--- src/rtl/csr_trap_file.sv ---
// csr_trap_file: machine-mode CSR file with trap entry, mret, interrupts and counters.
// Define CSR_HPM_EN to build mhpmcounter3.. and use hpm_event.
module csr_trap_file #(
  parameter logic [63:0] HART_ID = 64'd0,
  parameter int NUM_HPM = 4,
  parameter logic [63:0] MTVEC_RESET = 64'h0
) (
  input  logic               clk,
  input  logic               reset,
  input  logic               csr_valid,
  input  logic [1:0]         csr_op,
  input  logic [11:0]        csr_addr,
  input  logic [63:0]        csr_wdata,
  output logic [63:0]        csr_rdata,
  output logic               csr_illegal,
  input  logic               trap_valid,
  input  logic [63:0]        trap_cause,
  input  logic [63:0]        trap_pc,
  input  logic [63:0]        trap_tval,
  input  logic               mret,
  input  logic               instret,
  input  logic [NUM_HPM-1:0] hpm_event,
  input  logic               irq_ext,
  input  logic               irq_timer,
  output logic [63:0]        trap_vector,
  output logic [63:0]        epc,
  output logic [1:0]         priv,
  output logic               irq_pending
);
  logic st_mie, st_mpie;
  logic [1:0] st_mpp;
  logic [63:0] mtvec, mie_r, mscratch, mepc, mcause, mtval, mcycle, minstret, satp;
  logic meip, mtip;
  logic [63:0] mstatus, mip, rd, wval;
  logic hit, weff, we;
`ifdef CSR_HPM_EN
  logic [63:0] hpm [NUM_HPM];
`else
  logic unused_hpm;
  assign unused_hpm = ^hpm_event;
`endif
  assign mstatus = 64'({st_mpp, 3'b0, st_mpie, 3'b0, st_mie, 3'b0});
  assign mip = 64'({meip, 3'b0, mtip, 7'b0});
  always_comb begin
    hit = 1'b1;
    rd = '0;
    case (csr_addr)
      12'h300: rd = mstatus;
      12'h304: rd = mie_r;
      12'h305: rd = mtvec;
      12'h340: rd = mscratch;
      12'h341: rd = mepc;
      12'h342: rd = mcause;
      12'h343: rd = mtval;
      12'h344: rd = mip;
      12'hB00: rd = mcycle;
      12'hB02: rd = minstret;
      12'hF14: rd = HART_ID;
      12'h180: rd = satp;
      default: hit = 1'b0;
    endcase
`ifdef CSR_HPM_EN
    for (int i = 0; i < NUM_HPM; i++)
      if (csr_addr == 12'(12'hB03 + i)) begin
        hit = 1'b1;
        rd = hpm[i];
      end
`else
    if (csr_addr[11:5] == 7'h58 && csr_addr[4:0] >= 5'd3) hit = 1'b1;
`endif
  end
  // RS/RC with a zero operand are pure reads, so they may touch read-only CSRs
  assign weff = csr_op == 2'b01 || (csr_op[1] && csr_wdata != '0);
  assign csr_illegal = csr_valid && (!hit || priv < csr_addr[9:8] || (csr_addr[11:10] == 2'b11 && weff));
  assign csr_rdata = csr_illegal ? '0 : rd;
  assign wval = csr_op == 2'b01 ? csr_wdata : csr_op == 2'b10 ? rd | csr_wdata : rd & ~csr_wdata;
  assign we = csr_valid && !csr_illegal && weff && !trap_valid && !mret;
  assign trap_vector = {mtvec[63:2], 2'b00} + ((mtvec[0] && trap_cause[63]) ? {56'b0, trap_cause[5:0], 2'b00} : 64'h0);
  assign epc = mepc;
  assign irq_pending = |(mip & mie_r & 64'h880) && (st_mie || priv != 2'b11);
  always_ff @(posedge clk) begin
    if (reset) begin
      st_mie <= 1'b0;
      st_mpie <= 1'b0;
      st_mpp <= 2'b00;
      priv <= 2'b11;
      mtvec <= MTVEC_RESET;
      mie_r <= '0;
      mscratch <= '0;
      mepc <= '0;
      mcause <= '0;
      mtval <= '0;
      mcycle <= '0;
      minstret <= '0;
      satp <= '0;
      meip <= 1'b0;
      mtip <= 1'b0;
    end else begin
      meip <= irq_ext;
      mtip <= irq_timer;
      mcycle <= (we && csr_addr == 12'hB00) ? wval : mcycle + 64'd1;
      minstret <= (we && csr_addr == 12'hB02) ? wval : minstret + 64'(instret);
      if (trap_valid) begin
        mepc <= {trap_pc[63:2], 2'b00};
        mcause <= trap_cause;
        mtval <= trap_tval;
        st_mpie <= st_mie;
        st_mie <= 1'b0;
        st_mpp <= priv;
        priv <= 2'b11;
      end else if (mret) begin
        priv <= st_mpp;
        st_mie <= st_mpie;
        st_mpie <= 1'b1;
        st_mpp <= 2'b00;
      end else if (we) begin
        case (csr_addr)
          12'h300: begin
            st_mie <= wval[3];
            st_mpie <= wval[7];
            st_mpp <= wval[12:11];
          end
          12'h304: mie_r <= wval;
          12'h305: mtvec <= {wval[63:2], 1'b0, wval[0]};
          12'h340: mscratch <= wval;
          12'h341: mepc <= wval;
          12'h342: mcause <= wval;
          12'h343: mtval <= wval;
          12'h180: satp <= wval;
          default: ;
        endcase
      end
    end
  end
`ifdef CSR_HPM_EN
  always_ff @(posedge clk)
    for (int i = 0; i < NUM_HPM; i++)
      hpm[i] <= reset ? '0 : (we && csr_addr == 12'(12'hB03 + i)) ? wval : hpm[i] + 64'(hpm_event[i]);
`endif
endmodule

--- config.mk ---
export PLATFORM = sky130hd
export DESIGN_NAME = csr_trap_file
export DESIGN_NICKNAME = d
export VERILOG_FILES = /design/src/rtl/csr_trap_file.sv
export SDC_FILE = /design/constraint.sdc
export NUM_CORES = 2
export LEC_CHECK = 0
export BUFFER_PORTS_ARGS = -buffer_cell sky130_fd_sc_hd__buf_2
export CAP_MARGIN = 20
export CORE_ASPECT_RATIO = 1.25
export CORE_UTILIZATION = 29
export CTS_CLUSTER_SIZE = 14
export DETAILED_ROUTE_END_ITERATION = 10
export GPL_TIMING_DRIVEN = 0
export PLACE_DENSITY = 0.52
export SYNTH_ARGS = -nofsm -noshare
export SYNTH_HDL_FRONTEND = slang
export SYNTH_SLANG_ARGS = --single-unit
--- constraint.sdc ---
create_clock -name clk -period 4 [get_ports clk]
set_input_delay 0.8 -clock clk [delete_from_list [all_inputs] [get_ports clk]]
set_output_delay 0.8 -clock clk [all_outputs]
set_load 0.02 [all_outputs]
* After elaboration in Yosys (flattened, before gate mapping)
Cells that the tools add are included.
** Storage, ports and cells
- Output and inout bits :: 196
- Register bits :: 583
** Cells by class
- Mux-type cells :: 32
- Eq/ne operators :: 18
- Bitwise logic cells :: 6
- $add $sub $neg :: 3
- Order comparisons :: 2
- Reduce and logical (&&, ||, !) cells :: 42
** Operators with widths (count)
- 64-bit 2-to-1 mux :: 17
- 64-bit case mux with 11 select lines :: 1
- 12-bit by 10-bit == test with 1-bit output (second input constant) :: 8
- 64-bit by 1-bit adder with 64-bit output :: 1
- 64-bit by 1-bit adder with 64-bit output (second input constant) :: 1
- 64-bit by 8-bit adder with 64-bit output :: 1
- 64-bit bitwise AND :: 1
- 64-bit inverter :: 1
- 64-bit OR :: 1
- 64-bit nonzero test :: 1
- 12-bit == test (second input constant) :: 3
- 4-bit AND reduction :: 4
- 12-bit bitwise AND :: 1
- 12-bit by 9-bit == test with 1-bit output (second input constant) :: 1
- 1-bit logical AND :: 12
- 3-bit AND reduction :: 4
- 2-bit nonzero test :: 6
- 12-bit OR reduction :: 1
- 1-bit 2-to-1 mux :: 9
- 2-bit 2-to-1 mux :: 4
- 8-bit 2-to-1 mux :: 1
- 7-bit == test (second input constant) :: 1
- 3-bit nonzero test :: 2
- 5-bit by 2-bit >= comparator with 1-bit output (second input constant) :: 1
- 9 further kinds :: 20

* Logic depth before layout (Yosys ltp)
- Depth after elaboration :: 16
- Depth in mapped cells :: 12
- Depth with buffers taken out :: 11

* Worst setup path after synthesis
Ideal clock, no wire load.
- Path kind :: input -> output
- Start point :: input trap_cause[0]
- End point :: output trap_vector[48]
- Path slack :: -0.167 ns
- Arrival :: 3.367 ns
- Path buffers :: 0
- Stages :: 11
- Required time :: 3.200 ns
- Path through :: and3_1 > ha_1 > inv_1 > fa_1 > nor2b_1 > o21ai_0 > a21boi_0 > o31ai_1 > nor3_1 > nand4_1 > xnor2_1
** On the way
- Longest elaborated chain between the ends :: 2
** Ends and longest elaborated chain
- start, declared :: RTL line 17 : input logic [63:0] trap_cause,
- 8-bit 2-to-1 mux :: RTL line 78 : assign trap_vector = {mtvec[63:2], 2'b00} + ((mtvec[0] && trap_cause[63]) ? {56'b0, trap_cause[5:0], 2'b00} : ...
- 64-bit by 8-bit adder with 64-bit output :: RTL line 78
- end, declared :: RTL line 25 : output logic [63:0] trap_vector,
No other way between the ends.

* Final worst setup path
- Start point :: input csr_wdata[63]
- End point :: output csr_rdata[39]
** On the way
- Longest elaborated chain between the ends :: 7
** Ends and longest elaborated chain
- start, declared :: RTL line 13 : input logic [63:0] csr_wdata,
- 64-bit nonzero test :: RTL line 73 : assign weff = csr_op == 2'b01 || (csr_op[1] && csr_wdata != '0);
- 1-bit logical AND :: RTL line 73
- 1-bit logical OR :: RTL line 73
- 1-bit logical AND :: RTL line 74 : assign csr_illegal = csr_valid && (!hit || priv < csr_addr[9:8] || (csr_addr[11:10] == 2'b11 && weff));
- 1-bit logical OR :: RTL line 74
- 1-bit logical AND :: RTL line 74
- 64-bit 2-to-1 mux :: RTL line 75 : assign csr_rdata = csr_illegal ? '0 : rd;
- end, declared :: RTL line 14 : output logic [63:0] csr_rdata,
No other way between the ends.

==> load_flow_metrics.sql <==
INSERT INTO impl_metrics (metric_group, metric, value, unit) VALUES
('outcome', 'outcome', 'finished, violations left', ''),
('outcome', 'violations', 'negative setup slack', ''),
('routing', 'drc', '0', ''),
('grt', 'antenna_found_initial', '37', ''),
('place', 'placedInstanceArea', '36250', 'um2'),
('yosys', 'synth_simple_gate_area_share', '21.58', '%'),
('grt', 'grt_util_met3', '6.907', '%'),
('timing', 'timing.setup.tns', '-16210', 'ps'),
('grt', 'grt_pass1_vias', '34303', ''),
('setup_path', 'startpoint', 'csr_wdata[63]', ''),
('floorplan', 'floorplan.initialDensity', '29.31', '%'),
('grt', 'global_route.peak_usage_layer', 'met2', ''),
('yosys', 'yosys.area_share.adder', '0.4559', '%'),
('final_layout', 'final_cell_area', '41540', 'um2'),
('yosys', 'count_of_different_cell_masters_after_synthesis', '90', ''),
('timing', 'layout_setup_ws', '-374.0', 'ps'),
('yosys', 'syn-mean-instance-area', '7.836', 'um2'),
('timing', 'timing_hold_violations_final', '0', ''),
('power_and_ir_drop', 'vdd_drop_max', '0.0002229', 'V'),
('yosys', 'post_synth_instance_area', '31840', 'um2'),
('grt', 'global_route.overflow_total', '0', ''),
('place', 'preCtsSetupSlack', '-1748', 'ps'),
('grt', 'global_route.usage.met2', '54.19', '%'),
('setup_path', 'critical_path.cell_chain', 'buf_8 > nor4_4 > buf_6 > nand4_1 > nor3_2 > a211oi_2 > o31a_1 > buf_8 > buf_16 > clkbuf_16 > nor2_4 > buf_6', ''),
('grt', 'grt_first_pass_wirelength', '272600', 'um'),
('routing', 'routed_length_per_placed_instance', '32.47', 'um'),
('routing', 'detail_route.vias_per_cell', '5.873', ''),
('place', 'placed_cells_incl_taps', '5991', ''),
('timing', 'fin_skew', '34.18', 'ps'),
('clock_tree', 'ctsHoldBuffers', '0', ''),
('yosys', 'synth_enable_flop_cells', '0', ''),
('setup_path', 'start_kind', 'primary input', ''),
('floorplan', 'die-width', '298.4', 'um'),
('timing', 'min_period_over_period', '109.4', '%'),
('setup_path', 'max_stage_delay', '420', 'ps'),
('timing', 'grt_setup_unrepaired', 'true', ''),
('clock_tree', 'clock_tree_from_tritoncts', 'built', ''),
('clock_tree', 'ctsHtreeMaxLevel', '3', ''),
('clock_tree', 'clock_sink_count', '583', ''),
('timing', 'setup_viol_count_final', '96', ''),
('setup_path', 'critical_path_peak_fanout', '6', ''),
('floorplan', 'core', '108600', 'um2'),
('yosys', 'synth_top_family_by_area', 'compound AO/OA/AOI/OAI gates', ''),
('setup_path', 'worst_r2r_startpoint', 'minstret[0]', ''),
('power_and_ir_drop', 'p_per_area', '344.4', 'nW/um2'),
('yosys', 'synth.mux.area_fraction', '4.127', '%'),
('setup_path', 'worst_setup_path_end_kind', 'output port', ''),
('final_layout', 'multi_input_area', '19690', 'um2'),
('place', 'io_buffer_count', '463', ''),
('clock_tree', 'root_buffer', 'clkbuf_16', ''),
('yosys', 'synth.top_cell.area_share', '36.66', '%'),
('routing', 'antenna_left', '0', ''),
('yosys', 'syn-instance-count', '4063', ''),
('yosys', 'yosys.area.top_type', 'dfxtp_1', ''),
('power_and_ir_drop', 'power_frac_seq', '42.4', '%'),
('final_layout', 'layout_commonest_cell', 'nand2_1', ''),
('place', 'globalplace.congestion', '1.004', ''),
('final_layout', 'synthToLayoutAreaGrowth', '30.47', '%'),
('yosys', 'synthArstFlopShare', '0', '%'),
('setup_path', 'r2r-end', 'minstret[62]', ''),
('timing', 'fin_hold_ws', '383.7', 'ps'),
('setup_path', 'timing.critical_path.slowest_stage_cell', 'nand4_1', ''),
('yosys', 'yosys_warnings', '0', ''),
('clock_tree', 'clkTransAtPathRegs', '60', 'ps'),
('final_layout', 'fill_cells', '11432', ''),
('floorplan', 'area_of_the_die', '111100', 'um2'),
('floorplan', 'die_height', '372.4', 'um'),
('floorplan', 'fp-row-count', '135', ''),
('setup_path', 'data_arrival_time_of_the_critical_path', '3570', 'ps'),
('timing', 'final.min_clock_period', '4374', 'ps'),
('routing', 'drt-total-wl', '201400', 'um');
[critical path, delay by kind of cell]
kind                   cells  cell delay (ps)
and+or+nand+nor            4             1340
buffers and inverters      6              950
AOI/OAI and AO/OA          2              460
[per-layer routing]
layer	share of wire, %	vias up
met5	0.090	-
met4	7.9	26
li1	-	15823
met3	9.0	593
met1	39	17780
met2	44	2194
[power groups by stage]
stage | clock (mW) | combinational (mW) | sequential, mW
2_1_floorplan | 0 | 0.723 | 6.18
3_3_place_gp | 0 | 1.63 | 6.19
3_5_place_dp | 0 | 1.65 | 6.19
4_1_cts | 6.34 | 1.77 | 6.06
5_1_grt | 6.54 | 1.90 | 6.07
6_report | 6.36 | 1.88 | 6.07
[cells by family after synthesis]
group | Yosys count
other | 1
and+or+nand+nor | 1541
xor gates and xnor gates | 246
DFF | 583
muxes | 126
buffers and inverters | 433
adders and majority gates | 11
AOI/OAI and AO/OA | 1122
[Yosys cell counts, drive strengths merged, types with 10 or more instances]
cell     count
o21ai      138
nand3      107
o21a        12
nor3        46
and3        37
a211oi     129
nor2b       18
o211ai      21
mux2        42
clkbuf     211
nand4       77
a21oi      290
o2bb2ai     14
inv        109
xnor2      193
o22ai       37
nor4b       11
a2111oi     33
nor4        29
nand2      774
a22oi      254
o41a        20
and2        22
dfxtp      583
a311oi      51
xor2        53
and4        25
o22a        12
mux2i       84
nor2       361
a22o        43
o32ai       12
buf        113
ha          10
[final cells by class]
class | instances | share of cell area [%]
antenna | 9 | 0.05422
buffer | 318 | 4.295
clock buffer | 92 | 4.630
clock inverter | 25 | 0.5452
inverter | 109 | 0.9850
multi-input combinational | 3048 | 47.40
sequential | 583 | 28.13
tap | 1438 | 4.332
timing repair buffer | 579 | 9.633
[what timing repair did]
item                                    in CTS  in global routing
endpoints found under the setup margin     592                191
setup buffers                               56                 29
cloned                                       6                  1
gates resized for setup                    467                147
pin swaps                                   65                 34
[worst min-delay path by stage]
stage / start / to / slack, ps / cells past startpoint
after floorplan: satp[11] / satp[11] / 430 / 2
after global routing: trap_cause[39] / mcause[39] / 410 / 3
after global placement: mie_r[4] / mie_r[4] / 440 / 2
final: trap_tval[40] / mtval[40] / 380 / 3
after CTS: trap_tval[40] / mtval[40] / 370 / 3
after detailed placement: mie_r[58] / mie_r[58] / 440 / 2
[registers in the layout, indices dropped and copies added (netlist names), 63 cells and up]
signal	count
mtvec	63
mcycle	64
mie_r	64
epc	64
mtval	64
mcause	64
mscratch	64
minstret	64
satp	64
[metrics by stage]
stage	power [mW]	util (%)
2_1_floorplan	6.902	-
3_3_place_gp	7.818	33.11
3_5_place_dp	7.837	33.38
4_1_cts	14.17	37.58
5_1_grt	14.52	38.24
6_report	14.30	38.24
No activity file was read; power rests on OpenSTA's default activity.
